### config.mk
export PLATFORM = sky130hd
export DESIGN_NAME = load_extend_ctrl
export DESIGN_NICKNAME = d
export VERILOG_FILES = /design/src/rtl/load_extend_ctrl.sv
export SDC_FILE = /design/constraint.sdc
export NUM_CORES = 1
export LEC_CHECK = 0
export ABC_CLOCK_PERIOD_IN_PS = 1900
export CORE_ASPECT_RATIO = 1.1
export CORE_UTILIZATION = 40
export DETAILED_ROUTE_END_ITERATION = 6
export PLACE_DENSITY = 0.81
export SKIP_CTS_REPAIR_TIMING = 1
export SYNTH_ARGS = -nofsm -noshare
export SYNTH_HDL_FRONTEND = slang
export SYNTH_SLANG_ARGS = --single-unit
export TNS_END_PERCENT = 10
### constraint.sdc
create_clock -name i_clk -period 1.9 [get_ports i_clk]
set_input_delay 0.38 -clock i_clk [delete_from_list [all_inputs] [get_ports i_clk]]
set_output_delay 0.38 -clock i_clk [all_outputs]
set_load 0.01 [all_outputs]
### src/rtl/load_extend_ctrl.sv
// Load controller: issues one doubleword read per load, selects the lane and extends it for writeback.
// Define LOAD_SIGNED_EN to add the i_req_signed port and sign extension; without it all loads zero-extend.
module load_extend_ctrl #(
    parameter int TIMEOUT = 16
) (
    input  logic        i_clk,
    input  logic        i_reset,
    input  logic        i_req_valid,
    output logic        o_req_ready,
    input  logic [63:0] i_req_addr,
    input  logic [1:0]  i_req_size,
    input  logic [4:0]  i_req_rd,
`ifdef LOAD_SIGNED_EN
    input  logic        i_req_signed,
`endif
    output logic        o_mem_req,
    output logic [63:0] o_mem_addr,
    input  logic        i_mem_ack,
    input  logic [63:0] i_mem_rdata,
    output logic        o_wb_valid,
    input  logic        i_wb_ready,
    output logic [63:0] o_wb_data,
    output logic [4:0]  o_wb_rd,
    output logic        o_err,
    output logic        o_busy
);

    // state  | meaning
    // IDLE   | waiting for a load request
    // ISSUE  | mem_req strobe for one cycle
    // WAIT   | waiting for mem_ack, timeout counter running
    // WB     | result held until writeback consumes it
    typedef enum logic [1:0] {
        S_IDLE  = 2'd0,
        S_ISSUE = 2'd1,
        S_WAIT  = 2'd2,
        S_WB    = 2'd3
    } state_t;

    localparam logic [7:0] CNT_LAST = 8'(TIMEOUT - 1);

    state_t      r_state;
    state_t      w_state_nxt;
    logic [7:0]  r_cnt;
    logic [63:0] r_addr;
    logic [1:0]  r_size;
    logic [4:0]  r_rd;
    logic [63:0] r_wb_data;
    logic [4:0]  r_wb_rd;
    logic        r_err;
    logic        w_aligned;
    logic        w_accept;
    logic        w_timeout;
    logic        w_sign_en;
    logic [5:0]  w_shamt;
    logic [63:0] w_lane;
    logic [63:0] w_ext;

`ifdef LOAD_SIGNED_EN
    logic        r_signed;

    always_ff @(posedge i_clk) begin
        if (i_reset) begin
            r_signed <= 1'b0;
        end else if (w_accept && w_aligned) begin
            r_signed <= i_req_signed;
        end
    end

    assign w_sign_en = r_signed;
`else
    assign w_sign_en = 1'b0;
`endif

    always_comb begin
        w_aligned = 1'b1;
        case (i_req_size)
            2'b00:   w_aligned = 1'b1;
            2'b01:   w_aligned = ~i_req_addr[0];
            2'b10:   w_aligned = (i_req_addr[1:0] == 2'b00);
            default: w_aligned = (i_req_addr[2:0] == 3'b000);
        endcase
    end

    assign w_accept  = (r_state == S_IDLE) && i_req_valid;
    assign w_timeout = (r_cnt == CNT_LAST);

    always_comb begin
        w_state_nxt = r_state;
        case (r_state)
            S_IDLE:  if (w_accept && w_aligned) w_state_nxt = S_ISSUE;
            S_ISSUE: w_state_nxt = S_WAIT;
            S_WAIT: begin
                if (i_mem_ack)      w_state_nxt = S_WB;
                else if (w_timeout) w_state_nxt = S_IDLE;
            end
            S_WB:    if (i_wb_ready) w_state_nxt = S_IDLE;
            default: w_state_nxt = S_IDLE;
        endcase
    end

    // Shift the addressed lane down to bit 0; alignment is guaranteed at accept.
    always_comb begin
        w_shamt = 6'd0;
        case (r_size)
            2'b00:   w_shamt = {r_addr[2:0], 3'b000};
            2'b01:   w_shamt = {r_addr[2:1], 4'b0000};
            2'b10:   w_shamt = {r_addr[2], 5'b00000};
            default: w_shamt = 6'd0;
        endcase
    end

    assign w_lane = i_mem_rdata >> w_shamt;

    always_comb begin
        w_ext = w_lane;
        case (r_size)
            2'b00:   w_ext = {{56{w_sign_en & w_lane[7]}},  w_lane[7:0]};
            2'b01:   w_ext = {{48{w_sign_en & w_lane[15]}}, w_lane[15:0]};
            2'b10:   w_ext = {{32{w_sign_en & w_lane[31]}}, w_lane[31:0]};
            default: w_ext = w_lane;
        endcase
    end

    always_ff @(posedge i_clk) begin
        if (i_reset) begin
            r_state   <= S_IDLE;
            r_cnt     <= 8'd0;
            r_addr    <= 64'd0;
            r_size    <= 2'b00;
            r_rd      <= 5'd0;
            r_wb_data <= 64'd0;
            r_wb_rd   <= 5'd0;
            r_err     <= 1'b0;
        end else begin
            r_state <= w_state_nxt;
            r_err   <= (w_accept && !w_aligned) ||
                       ((r_state == S_WAIT) && !i_mem_ack && w_timeout);
            if (w_accept && w_aligned) begin
                r_addr <= i_req_addr;
                r_size <= i_req_size;
                r_rd   <= i_req_rd;
            end
            if (r_state == S_ISSUE) begin
                r_cnt <= 8'd0;
            end else if ((r_state == S_WAIT) && !i_mem_ack && !w_timeout) begin
                r_cnt <= r_cnt + 8'd1;
            end
            // Tag moves with the data so both stay stable after the handshake.
            if ((r_state == S_WAIT) && i_mem_ack) begin
                r_wb_data <= w_ext;
                r_wb_rd   <= r_rd;
            end
        end
    end

    assign o_req_ready = (r_state == S_IDLE);
    assign o_busy      = (r_state != S_IDLE);
    assign o_mem_req   = (r_state == S_ISSUE);
    assign o_mem_addr  = {r_addr[63:3], 3'b000};
    assign o_wb_valid  = (r_state == S_WB);
    assign o_wb_data   = r_wb_data;
    assign o_wb_rd     = r_wb_rd;
    assign o_err       = r_err;

endmodule

==> metrics.txt <==
Tmin final 1.85 ns; port bufs 274; Clock Power Share 41.2%; final hold violation count 0; simple-gate share of the synthesized area 21.4%; post-synthesis sequential area ratio 41.9%; Power Density 744 nW/µm²; Worst Path Max Fanout 24; iteration count of the initial detailed-routing pass 5; outcome finished clean; WL/cell 17.9 µm; final worst slack 0.0487 ns; Worst setup SP type flop; vias in the first global route 6762; Slew headroom 43.3%; Core Box Area 17700 µm²; Std-Cell Rows 51; Initial Util 40.8%; I/O pins 278; worst path bufs/invs 1; later-pin clock latency in the skew report 0.42 ns; crit share post-route 97.4%; area grow syn2layout 50.3%; Final TNS setup 0 ns; dpl ws -0.292 ns; #FFs+latches synth 151; Post-Route Skew 0.0116 ns; Synth Area in Compound Gates 17.8%; Finished Layout Cells 1381; ANT cells 0; die height 143 µm; share of cells above drive strength 1 12.3%; largest net degree at the start of global routing 53; critical path capture point type flop; Post-DP HPWL 18700 µm; asr flop ratio synth 0%; Worst Setup Path Type flop to flop; P_int 5.90 mW; top_reg_cell synth dfxtp_1; Slew Viols, Final 0; DIE AREA 18600 µm²; leakage 4.06 nW; worst hold-check path type flop to flop; Synth warnings 0; CTS Buffer Depth 2; fmax 540 MHz; top cell family by delay on the critical path multiplexers; placed cell count 1349; DR iter-0 viols 660; CP Cell Sequence or3b_4, buf_12, mux4_2, a221o_1; first-pass GRT wire length 37200 µm; Die W 130 µm; Post-synth EDFFs 0; Worst IR Drop VDD 626 µV; post-synthesis adder-cell area fraction 0.173%; TritonCTS clock tree yes; Max-cap violations 0; xor/xnor share of the synthesized area 0.850%; Post-route DRC 0; combinational share of power 17.6%; total CTS buffers 17; Cell Area, Synth 7210 µm²; clock-pin slew on the worst setup and hold paths 0.06 ns; # fillers 1541; syn_area_per_cell 8.04 µm²; initial antenna violation count 0; Synth Instances 897; largest family of logic cells by synthesized area simple AND/OR/NAND/NOR gates; antenna viol nets, final 0; Post-Route WL 24800 µm; Crit-path slowest cell mux4_2; Sink Count 151; switch share 26.8%; Cell variety after synth 47; GRT Resource Usage Total 26.5%; gp weighted congestion 0.940; max incr delay on CP 0.48 ns; H-tree level count 4; Setup violations, final 0; mux cell area share after synthesis 6.49%; Final Power 8.06 mW; sequential share of power 41.1%; Worst-Margin Slew 0.847 ns; total global routing overflow 0; switching power 2.16 mW; Worst Path Required 2.21 ns; Vias 7253; root buf cell clkbuf_16; Worst Path Arrival 2.16 ns; nets@finish 1271; vias per inst 5.25; RSZ-0062 raised after global routing true
metal layers:
metal | vias to the layer above | GRT usage (%) | wire length (µm)
met5 | - | 0 | 0
met4 | 0 | 11.1 | 813
met3 | 48 | 6.44 | 1900
met2 | 307 | 40.9 | 11700
met1 | 3410 | 35.0 | 10300
li1 | 3488 | - | -
cells by family (layout without fill, tap and decap cells):
logic type / Yosys count / in the layout
DFF: 151 / 151
muxes: 28 / 28
other: 1 / 3
AOI/OAI and AO/OA: 210 / 210
and+or+nand+nor: 356 / 356
adders and majority gates: 1 / 1
xor gates and xnor gates: 7 / 7
buffers and inverters: 143 / 387
power groups by stage:
stage               sequential (mW)  clock [mW]  combinational, mW
floorplan                      3.38           0              0.681
global placement               3.38           0               1.38
detailed placement             3.39           0               1.39
CTS                            3.31        3.38               1.39
global route                   3.33        3.52               1.51
finish                         3.32        3.32               1.42
cell usage after synthesis, types with 2 or more instances:
cell type  instances  area, µm²
a221o_1            8       80.1
nand2b_1           3       18.8
nor4bb_1           8       80.1
nor3_1            16       80.1
nand2_1          223        837
and2_1             4       25.0
xor2_1             2       17.5
xnor2_1            5       43.8
a211oi_1           2       15.0
inv_1              8       30.0
dfxtp_1          151       3020
a31oi_1            8       50.1
nor3b_1            3       22.5
mux2i_1           13        130
mux4_2            15        338
o21ai_0            4       20.0
buf_2              9       45.0
a21oi_1          128        641
a22o_1            15        131
clkbuf_1          57        214
nor2b_1            5       31.3
buf_6              3       33.8
or2_2              2       12.5
o22ai_1            7       43.8
a22oi_1           14        105
nor2_1            42        158
o21bai_1           5       37.5
o211ai_1           5       37.5
nand3_1           34        170
buf_4             66        495
nand4_1            8       50.1
a2bb2oi_1          9       78.8
cell type report:
cell class              count  area [µm²]  share of cell area (%)
clock inverters            14         141                    1.30
multi-input cells         605        3430                    31.7
inverters                   8        30.0                   0.277
clock buffers              18         439                    4.05
flip-flops and latches    151        3030                    28.0
repair buffers            347        3460                    32.0
well taps                 238         298                    2.75
worst register-to-register path, stage by stage (launching register included):
cell and delay (ns):
dfxtp_2 0.34, or3b_4 0.40, buf_12 0.17, mux4_2 0.49
a221o_1 0.33
flip-flops by register name (all words and copies together) (netlist names):
name and flops:
r_state 2, r_cnt 8, r_rd 5, r_addr 64
o_err 1, o_wb_rd 5, o_wb_data 64, r_size 2
worst paths after layout:
path / from / endpoint / slack (ns) / depth (start not counted)
setup / recovery: r_size[1] / o_wb_data[13] / 0.05 / 4
hold / removal: o_wb_data[54] / o_wb_data[54] / 0.45 / 2
setup reg to reg: r_size[1] / o_wb_data[13] / 0.05 / 4
hold reg to reg: o_wb_data[54] / o_wb_data[54] / 0.45 / 2
cells in the final DEF, fill, tap and decap left out, types with 15 or more instances in the layout:
| master | instances |
|---|---|
| nand3_1 | 33 |
| buf_4 | 60 |
| nand2_1 | 223 |
| clkbuf_16 | 17 |
| a22o_1 | 15 |
| nor3_1 | 16 |
| mux4_2 | 15 |
| clkdlybuf4s50_1 | 269 |
| nor2_1 | 41 |
| a21oi_1 | 128 |
| dfxtp_1 | 147 |
stage by stage:
step	util (%)	hold WS [ns]	area, µm²
after global placement	57.7	0.439	10200
after global routing	61.3	0.473	10800
after detailed placement	57.7	0.443	10200
after floorplan	-	0.432	7220
after CTS	61.0	0.451	10800
final	61.3	0.451	10800
No activity file was read; power rests on OpenSTA's default activity.
